===== src/rtl/blob_frame_sequencer.sv =====
`default_nettype none
// +--------------------------------------------------------------------------+
// | blob_frame_sequencer: streams one binarized frame per pass from the SDRAM |
// | read FIFO into the blob counter and latches its result.  Rev 1.0          |
// +--------------------------------------------------------------------------+
module blob_frame_sequencer #(
  parameter int IMG_W    = 640,
  parameter int IMG_H    = 480,
  parameter int FIFO_AW  = 10,
  parameter int PREFILL  = 512,
  parameter int DONE_TMO = 1024
) (
  input  logic             i_clk,
  input  logic             i_rst_n,
  input  logic             i_start,
  input  logic             i_auto,
  input  logic [7:0]       i_threshold,
  input  logic [7:0]       i_pix_data,
  input  logic             i_pix_valid,
  input  logic [FIFO_AW:0] i_fifo_level,
  output logic             o_pix_rd,
  output logic             o_blob_valid,
  output logic             o_blob_seq,
  input  logic             i_blob_done,
  input  logic [7:0]       i_blob_count,
  output logic [7:0]       o_count,
  output logic             o_count_valid,
  output logic             o_busy,
  output logic             o_underrun,
  output logic             o_timeout
);

  localparam int               c_LAST_PIX_I  = IMG_W * IMG_H - 1;
  localparam int               c_LAST_TMO_I  = DONE_TMO - 1;
  localparam logic [18:0]      c_LAST_PIX    = c_LAST_PIX_I[18:0];
  localparam logic [10:0]      c_LAST_TMO    = c_LAST_TMO_I[10:0];
  localparam logic [FIFO_AW:0] c_PREFILL_LVL = PREFILL[FIFO_AW:0];

  typedef enum logic [2:0] {
    S_IDLE    = 3'd0,
    S_PREFILL = 3'd1,
    S_ARM     = 3'd2,
    S_STREAM  = 3'd3,
    S_WAIT    = 3'd4,
    S_RELEASE = 3'd5
  } state_t;

  state_t      r_state;
  logic [18:0] r_pix_cnt;
  logic [10:0] r_tmo_cnt;

  always_ff @(posedge i_clk or negedge i_rst_n) begin
    if (!i_rst_n) begin
      r_state       <= S_IDLE;
      r_pix_cnt     <= '0;
      r_tmo_cnt     <= '0;
      o_pix_rd      <= 1'b0;
      o_blob_valid  <= 1'b0;
      o_blob_seq    <= 1'b0;
      o_count       <= '0;
      o_count_valid <= 1'b0;
      o_busy        <= 1'b0;
      o_underrun    <= 1'b0;
      o_timeout     <= 1'b0;
    end else begin
      o_pix_rd      <= 1'b0;
      o_blob_seq    <= 1'b0;
      o_count_valid <= 1'b0;
      o_timeout     <= 1'b0;
      unique case (r_state)
        S_IDLE: begin
          if (i_start || i_auto) begin
            r_state    <= S_PREFILL;
            o_busy     <= 1'b1;
            o_underrun <= 1'b0;
          end
        end
        S_PREFILL: begin
          if (i_fifo_level >= c_PREFILL_LVL) begin
            r_state      <= S_ARM;
            o_blob_valid <= 1'b1;
          end
        end
        S_ARM: begin
          r_state   <= S_STREAM;
          r_pix_cnt <= '0;
        end
        S_STREAM: begin
          // The counter cannot stall: an empty FIFO still consumes a pixel slot as background.
          o_pix_rd   <= i_pix_valid;
          o_blob_seq <= i_pix_valid && (i_pix_data >= i_threshold);
          if (!i_pix_valid) o_underrun <= 1'b1;
          if (r_pix_cnt == c_LAST_PIX) begin
            r_state   <= S_WAIT;
            r_pix_cnt <= '0;
            r_tmo_cnt <= '0;
          end else begin
            r_pix_cnt <= r_pix_cnt + 19'd1;
          end
        end
        S_WAIT: begin
          if (i_blob_done) begin
            o_count       <= i_blob_count;
            o_count_valid <= 1'b1;
            o_blob_valid  <= 1'b0;
            r_state       <= S_RELEASE;
          end else if (r_tmo_cnt == c_LAST_TMO) begin
            o_timeout    <= 1'b1;
            o_blob_valid <= 1'b0;
            r_state      <= S_RELEASE;
          end else begin
            r_tmo_cnt <= r_tmo_cnt + 11'd1;
          end
        end
        S_RELEASE: begin
          // Counter drops done once it has seen valid low and returned to idle.
          if (!i_blob_done) begin
            if (i_auto) begin
              r_state    <= S_PREFILL;
              o_underrun <= 1'b0;
            end else begin
              r_state <= S_IDLE;
              o_busy  <= 1'b0;
            end
          end
        end
        default: begin
          r_state      <= S_IDLE;
          o_busy       <= 1'b0;
          o_blob_valid <= 1'b0;
        end
      endcase
    end
  end

endmodule
`default_nettype wire

===== config.mk =====
export PLATFORM = sky130hd
export DESIGN_NAME = blob_frame_sequencer
export DESIGN_NICKNAME = d
export VERILOG_FILES = /design/src/rtl/blob_frame_sequencer.sv
export SDC_FILE = /design/constraint.sdc
export NUM_CORES = 1
export LEC_CHECK = 0
export CORE_MARGIN = 8
export CORE_UTILIZATION = 51
export DETAILED_ROUTE_END_ITERATION = 8
export HOLD_SLACK_MARGIN = 0.1
export PLACE_DENSITY = 0.8
export SYNTH_ARGS = -nofsm -noshare
export SYNTH_HDL_FRONTEND = slang
export SYNTH_SLANG_ARGS = --single-unit

===== constraint.sdc =====
create_clock -name i_clk -period 2 [get_ports i_clk]
set_clock_uncertainty 0.05 [all_clocks]
set_input_delay 0.4 -clock i_clk [delete_from_list [all_inputs] [get_ports i_clk]]
set_output_delay 0.4 -clock i_clk [all_outputs]
set_load 0.01 [all_outputs]

==> impl_metrics.ini, run 1 <==
[outcome]
status = finished, final reports clean

[detailed_routing]
dr.pass1.iters = 4
postRouteWirelength_microns = 6360
avgRoutedWirePerCell_microns = 15.6
drc = 0
avgViaCountPerCell = 5.82
drt_iter0_markers = 104
ant_nets = 0
vias = 2367

[clock_network]
clock_sinks = 48
numCtsBuffers = 5
path_clk_slew_ps = 90
clockBufferDepth = 2
ctsResizeCount = 0
cts_tree = built
htree_levels = 2
insertion_delay_ps = 300
cts_root_buffer = clkbuf_8

[synth]
synthTopCellsByCount = dfrtp_1 (48), nand2_1 (26), a21oi_1 (18), o21ai_0 (18)
ys_ff_latch = 48
yosysWarnings = 0
syn_avg_cell_area_sq_um = 9.62
ys_seq_area_frac = 0.447
synth_top_cell_by_area = dfrtp_1
synth_async_sr_flop_share = 1.00
ys_top_cells_by_area = dfrtp_1 (45%), ha_1 (4.7%), a31oi_1 (3.7%)
synth_cell_types = 55
syn_nets = 330
yosysMostFrequentCell = dfrtp_1
synth_edf_count = 0
syn_inst = 279
synth_top_area_share = 0.447
synth_flop_cell = dfrtp_1
syn-cell-area_sq_um = 2690

[hold_path]
hp-start = r_pix_cnt[8]$_DFFE_PN0P_
hold_end = r_pix_cnt[8]$_DFFE_PN0P_
hold_path_class = register to register
hold_path_depth = 1

[floorplan]
row_count = 26
dieArea_sq_um = 7840
core_region_area_sq_um = 5110
die_w_microns = 88.6
start_util = 0.526
io-pin-count = 56
die_h_microns = 88.6

[sta]
drv_slew = 0
finalSetupViolations = 0
clock.fmax_ghz = 0.515
hold_viol_final = 0
fin_crit_ps = 1940
fin_crit_sh = 0.970
timing.slew.headroom = 0.641
rsz0062_at_grt = no
worst_pin_slew_ps = 536

[critical_path]
slowest_delay_ps = 490
path_class = register to register
cp-end-kind = register
r2r_setup_slack_ps = 60
slowest_stage = or4_4
start_kind = register
worstPathRequired_ps = 2180
r2r-start = r_tmo_cnt[0]$_DFFE_PN0P_
critPathArrivalTime_ps = 2120
reg2regPathDepth = 6
worstPathMaxFanout = 4
crit_chain = ha_1 > nand2_1 > nor4_4 > or3_4 > or4_4 > o211ai_2
rr_endpoint = r_tmo_cnt[9]$_DFFE_PN0P_

[finish]
drive_above_1_share = 0.131
n_fill_cell = 414
fin_area_sq_um = 3400
seqCellArea_sq_um = 1200
area_growth_pct = 26.6
multi_input_area_sq_um = 1380
finish.utilization = 0.666
finalNetCount = 388
antenna_cells = 0

[global_route]
groute.usage.overall = 0.174
grt_pass1_vias = 2276
grt_max_degree = 32
antenna_found_initial = 0
grt.overflow.total = 0
grt_pass1_wl_microns = 10800

[job]
drv_cap = 0

[place]
hpwlAfterDp_microns = 4830
portBuffers = 46
placed_cell_area_sq_um = 3310
gp_congestion = 0.796

[pwr]
vdd_drop_max_v = 0.000719
p_leak_uw = 0.00147
fin_total_pwr_uw = 3360
powerDensity_nw_per_um2 = 989
## repair_timing
item	4_1_cts	5_1_grt
hold endpoints to repair	21	0
buffers inserted	0	0
setup endpoints to repair	0	3
hold buffers	1	0
## kinds of logic (layout without fill, tap and decap cells)
family	count (synthesis)	after routing	share of synthesized area
and+or+nand+nor	99	99	0.213
AOI/OAI and AO/OA	82	82	0.195
DFF	48	48	0.447
buffers and inverters	25	83	0.0396
muxes	13	13	0.0522
adders and majority gates	10	10	0.0466
xor gates and xnor gates	2	2	0.00652
## sequential cells by signal (all words and copies together) (netlist names)
name	cells
o_blob_valid	1
o_blob_seq	1
r_pix_cnt	19
o_timeout	1
r_state	3
o_pix_rd	1
o_underrun	1
r_tmo_cnt	11
o_count_valid	1
o_count	8
o_busy	1
## cell type report
type,count,share of cell area
Clock buffer,6,0.0213
Clock inverter,1,0.00147
Inverter,14,0.0155
Multi-Input combinational cell,206,0.405
Sequential cell,48,0.353
Tap cell,70,0.0258
Timing Repair Buffer,62,0.177
## worst max-delay path by stage
stage	from	end	slack, ps	depth (start not counted)
floorplan	r_tmo_cnt[0]$_DFFE_PN0P_	r_tmo_cnt[9]$_DFFE_PN0P_	160	6
global placement	i_fifo_level[9]	r_state[2]$_DFFE_PN0P_	-70	6
detailed placement	i_fifo_level[9]	r_state[0]$_DFFE_PN0P_	-120	6
CTS	r_tmo_cnt[0]$_DFFE_PN0P_	r_tmo_cnt[9]$_DFFE_PN0P_	40	6
global route	r_tmo_cnt[0]$_DFFE_PN0P_	r_tmo_cnt[9]$_DFFE_PN0P_	20	6
finish	r_tmo_cnt[0]$_DFFE_PN0P_	r_tmo_cnt[9]$_DFFE_PN0P_	60	6
## routing by layer
metal / GRT usage / wire, microns / share of wire
met5: 0 / 0 / 0
met4: 0.0614 / 95 / 0.015
met3: 0.0362 / 347 / 0.055
met2: 0.308 / 3170 / 0.50
met1: 0.202 / 2740 / 0.43
## per-stage QoR
stage                     setup slack (ps)  cells  hold WS (ps)  TNS [ps]
after floorplan                        159    279          54.4         0
after global placement               -70.1    399           350      -184
after detailed placement              -115    399           350      -277
after CTS                             43.3    407           448         0
after global routing                  15.2    407           475         0
final                                 59.7    407           449         0
## power breakdown
| part | total (uW) | internal [uW] | switching (uW) |
|---|---|---|---|
| clock network | 546 | 238 | 308 |
| logic | 1430 | 720 | 711 |
| registers | 1390 | 1190 | 194 |
## worst max-delay path: cells and delay by family (launching register included)
kind | cells | cell delay [ps]
simple gates | 4 | 1090
flops | 1 | 410
fa+ha+maj | 1 | 250
compound gates | 1 | 80
## cell usage in the layout, fill, tap and decap left out, types with 4 or more instances in the layout
| cell type | instances |
|---|---|
| o31ai_1 | 5 |
| ha_1 | 10 |
| buf_4 | 13 |
| mux2i_1 | 5 |
| nand2_1 | 26 |
| a21oi_1 | 18 |
| nand2b_1 | 5 |
| nor2_1 | 11 |
| clkbuf_8 | 5 |
| nand4_1 | 6 |
| and3_1 | 6 |
| inv_1 | 14 |
| a41oi_1 | 4 |
| mux2_2 | 8 |
| nand3_1 | 16 |
| o21ai_0 | 18 |
| dfrtp_1 | 48 |
| a31oi_1 | 16 |
| clkdlybuf4s50_1 | 45 |
| a21o_1 | 6 |
(Power assumes the default switching activity.)
==> inputs of run 2 (changes only) <==
Settings changed: CORE_UTILIZATION 51 to 55, PLACE_DENSITY 0.8 to 0.85.
Clock period 2 ns to 2.4 ns, I/O delays scaled along.
==> impl_metrics.ini, run 2 (same netlist as run 1, synthesis figures left out) <==
[finish]
stdcell_count = 396
largest_reg_flops = 19
top_regs = r_pix_cnt x19, r_tmo_cnt x11, o_count x8
final_cell_mix = dfrtp_1 (48), clkdlybuf4s50_1 (45), nand2_1 (26)
drive_above_1_share = 0.109
final_common_cell = dfrtp_1
finalNetCount = 379
area_growth_pct = 24.6
fin_area_sq_um = 3350
n_fill_cell = 382
antenna_cells = 0
regMostFlops = r_pix_cnt

[place]
portBuffers = 46
dpl_worst_slack_ps = 146
gp_congestion = 0.803
dp_cells = 387
hpwlAfterDp_microns = 4050
placed_cell_area_sq_um = 3230

[detailed_routing]
avgViaCountPerCell = 5.69
drt_iter0_markers = 144
postRouteWirelength_microns = 5690
drc = 0
dr.pass1.iters = 4
avgRoutedWirePerCell_microns = 14.4
ant_nets = 0
vias = 2253

[floorplan]
start_util = 0.568
die_h_microns = 85.9
core_region_area_sq_um = 4720
row_count = 25
dieArea_sq_um = 7370
die_w_microns = 85.9
io-pin-count = 56

[critical_path]
path_class = register to register
critPathArrivalTime_ps = 2270
worstPathRequired_ps = 2580
start_kind = register
crit_chain = ha_1 > nand4_1 > nor2_4 > nand2_1 > o21ai_2 > mux2i_1
slowest_stage = o21ai_2
slowest_delay_ps = 440
crit_family = simple AND/OR/NAND/NOR gates
cp-end-kind = register
worstPathMaxFanout = 11
path_buf_inv = 0

[sta]
timing.slew.headroom = 0.662
worst_pin_slew_ps = 507
fin_hold_ws_ps = 439
fin_crit_sh = 0.872
drv_slew = 0
setup_slack_ps = 306
hold_viol_final = 0
rsz0062_at_grt = no
fin_crit_ps = 2090
finalSetupTns_ps = 0
finalSetupViolations = 0
clock.fmax_ghz = 0.478

[job]
drv_cap = 0

[global_route]
grt_pass1_vias = 2162
groute.usage.overall = 0.161
grt_pass1_wl_microns = 9650
grt_max_degree = 49
antenna_found_initial = 0
grt.overflow.total = 0

[clock_network]
htree_levels = 2
clockBufferDepth = 2
numCtsBuffers = 5
clock_sinks = 48
path_clk_slew_ps = 90
cts_setup_buffers = 0
cts_root_buffer = clkbuf_8
cts_tree = built
insertion_delay_ps = 310

[pwr]
vdd_drop_max_v = 0.000667
powerDensity_nw_per_um2 = 851
p_leak_uw = 0.00143

[outcome]
status = finished, final reports clean

[hold_path]
hold_path_class = register to register
==> run 2: changes by cell type in the layout (fill, tap and decap cells not counted) <==
cell and delta:
buf_12 -1, buf_4 -8, bufinv_16 +1
==> run 2: through the flow <==
| step | util | total power (uW) |
|---|---|---|
| 6_report | 0.708 | 2850 |
| 5_1_grt | 0.708 | 3050 |
| 4_1_cts | 0.708 | 2880 |
| 3_5_place_dp | 0.683 | 2290 |
| 3_3_place_gp | 0.683 | 2240 |
| 2_1_floorplan | - | 1860 |
==> run 2: final cells by class <==
class | count | area [sq um] | area share
repair buffers | 53 | 523 | 0.156
multi-input cells | 206 | 1380 | 0.412
inverters | 14 | 52.6 | 0.0157
clock inverters | 2 | 35.0 | 0.0105
clock buffers | 6 | 72.6 | 0.0217
flip-flops and latches | 48 | 1200 | 0.359
well taps | 67 | 83.8 | 0.0251
==> run 2: report_power, final <==
group | switching, uW | internal [uW]
Clock | 272 | 309
Combinational | 535 | 545
Sequential | 193 | 992
Total | 1000 | 1850
==> run 2: worst paths after layout <==
path | start | to | slack (ps) | depth (start not counted)
max | r_pix_cnt[0]$_DFFE_PN0P_ | r_tmo_cnt[1]$_DFFE_PN0P_ | 310 | 6
min | r_pix_cnt[8]$_DFFE_PN0P_ | r_pix_cnt[8]$_DFFE_PN0P_ | 440 | 1
max reg2reg | r_pix_cnt[0]$_DFFE_PN0P_ | r_tmo_cnt[1]$_DFFE_PN0P_ | 310 | 6
min reg2reg | r_pix_cnt[8]$_DFFE_PN0P_ | r_pix_cnt[8]$_DFFE_PN0P_ | 440 | 1
max in group asynchronous | i_rst_n | r_pix_cnt[5]$_DFFE_PN0P_ | 1420 | 3
min in group asynchronous | i_rst_n | r_tmo_cnt[10]$_DFFE_PN0P_ | 630 | 3
==> run 2: repair_timing <==
action,4_1_cts,5_1_grt
hold endpoints to repair,10,0
hold buffers,1,0
gates resized for setup,0,0
endpoints found under the setup margin,0,0
==> run 2: metal layers <==
layer / vias up / GRT usage / part of all wire
met5: - / 0 / 0
met4: 0 / 0.0525 / 0.0097
met3: 5 / 0.0554 / 0.066
met2: 55 / 0.246 / 0.44
met1: 1065 / 0.207 / 0.48
li1: 1128 / - / -
==> inputs of run 3 (changes only) <==
Settings changed: CORE_MARGIN 8 to not set, PLACE_DENSITY 0.85 to 0.89, REMOVE_ABC_BUFFERS set to 1.
==> impl_metrics.ini, run 3 (same netlist as run 1, synthesis figures left out) <==
[outcome]
status = finished, final reports clean

[sta]
rsz0062_at_grt = no
timing.slew.headroom = 0.606
setup_slack_ps = 286
fin_crit_sh = 0.881
fin_crit_ps = 2110
finalSetupViolations = 0
finalSetupTns_ps = 0
clock.fmax_ghz = 0.473
worst_pin_slew_ps = 591
drv_slew = 0
hold_viol_final = 0

[floorplan]
io-pin-count = 56
row_count = 25
die_w_microns = 71.9
dieArea_sq_um = 5170
start_util = 0.568
core_region_area_sq_um = 4720
die_h_microns = 71.9

[global_route]
grt_pass1_vias = 2180
grt_max_degree = 49
grtUsageMet1 = 0.298
met2_usage = 0.398
grt_pass1_wl_microns = 9540
grt_use_met3 = 0.0408
antenna_found_initial = 0
grt.overflow.total = 0
top_usage_layer = met2
groute.usage.overall = 0.235

[detailed_routing]
dr.pass1.iters = 4
postRouteWirelength_microns = 5730
ant_nets = 0
drt_iter0_markers = 201
drc = 0
vias = 2309
avgViaCountPerCell = 5.85
avgRoutedWirePerCell_microns = 14.5

[critical_path]
reg2regPathDepth = 6
path_class = register to register
worstPathRequired_ps = 2570
rr_endpoint = r_tmo_cnt[1]$_DFFE_PN0P_
r2r_setup_slack_ps = 290
start_kind = register
cp-end-kind = register
worstPathMaxFanout = 11
critPathArrivalTime_ps = 2290
r2r-start = r_pix_cnt[0]$_DFFE_PN0P_

[finish]
final_cell_mix = dfrtp_1 (48), clkdlybuf4s50_1 (45), nand2_1 (26)
regMostFlops = r_pix_cnt
antenna_cells = 0
largest_reg_flops = 19
top_regs = r_pix_cnt x19, r_tmo_cnt x11, o_count x8
seqCellArea_sq_um = 1200
drive_above_1_share = 0.110
multi_input_area_sq_um = 1380
final_common_cell = dfrtp_1
stdcell_count = 395
area_growth_pct = 22.9
finalNetCount = 379
n_fill_cell = 351

[place]
portBuffers = 46
dpl_worst_slack_ps = 149
dp_cells = 388
gp_congestion = 0.779
hpwlAfterDp_microns = 4140

[clock_network]
ctsResizeCount = 0
path_clk_slew_ps = 90
cts_setup_buffers = 0
numCtsBuffers = 5
htree_levels = 2
clockBufferDepth = 2
ctsHoldBuffers = 0
cts_root_buffer = clkbuf_8
clock_sinks = 48
insertion_delay_ps = 300
cts_tree = built

[pwr]
p_leak_uw = 0.00141
vdd_drop_max_v = 0.000491
fin_total_pwr_uw = 2750
powerDensity_nw_per_um2 = 833

[job]
drv_cap = 0

[hold_path]
hold_path_class = input port to async pin
==> run 3: changes by cell type in the layout (fill, tap and decap cells not counted) <==
cell and change:
dlygate4sd3_1 -1, buf_12 -1, bufinv_16 -1, buf_4 +2
==> run 3: how the worst max path moves through the flow <==
stage / startpoint / endpoint / slack (ps)
after floorplan: r_pix_cnt[0]$_DFFE_PN0P_ / r_pix_cnt[13]$_DFFE_PN0P_ / 320
after global placement: i_auto / r_state[2]$_DFFE_PN0P_ / 160
after detailed placement: i_auto / r_state[2]$_DFFE_PN0P_ / 150
after CTS: r_pix_cnt[0]$_DFFE_PN0P_ / r_tmo_cnt[1]$_DFFE_PN0P_ / 280
after global routing: r_pix_cnt[0]$_DFFE_PN0P_ / r_tmo_cnt[1]$_DFFE_PN0P_ / 100
final: r_pix_cnt[0]$_DFFE_PN0P_ / r_tmo_cnt[1]$_DFFE_PN0P_ / 290
==> run 3: report_power, final <==
group          internal [uW]  total [uW]  switching, uW
Sequential               993        1190            194
Clock                    199         457            258
Combinational            552        1110            554
==> run 3: cell type report <==
type	instances	share of cell area
multi-input cells	206	0.417
flip-flops and latches	48	0.364
repair buffers	53	0.154
well taps	67	0.0254
clock buffers	6	0.0220
inverters	14	0.0159
clock inverters	1	0.00152
==> run 3: layer usage <==
layer	share of wire	vias to the layer above	wire length [microns]
met5	0	-	0
met4	0.011	0	63
met3	0.058	7	331
met2	0.47	68	2720
met1	0.46	1106	2610
li1	-	1128	-
==> run 3: through the flow <==
stage               hold WS (ps)  cell area (sq um)   util
global placement             420               3220  0.682
global route                 268               3300  0.699
finish                       198               3300  0.699
CTS                          234               3300  0.699
detailed placement           427               3220  0.682
floorplan                    134               2630      -
==> run 3: critical path, cell delays in order, from the launching register on <==
cell and delay [ps]:
dfrtp_1 410, ha_1 230, nand4_1 230, nor2_4 280, nand2_1 140, o21ai_2 450
mux2i_1 240
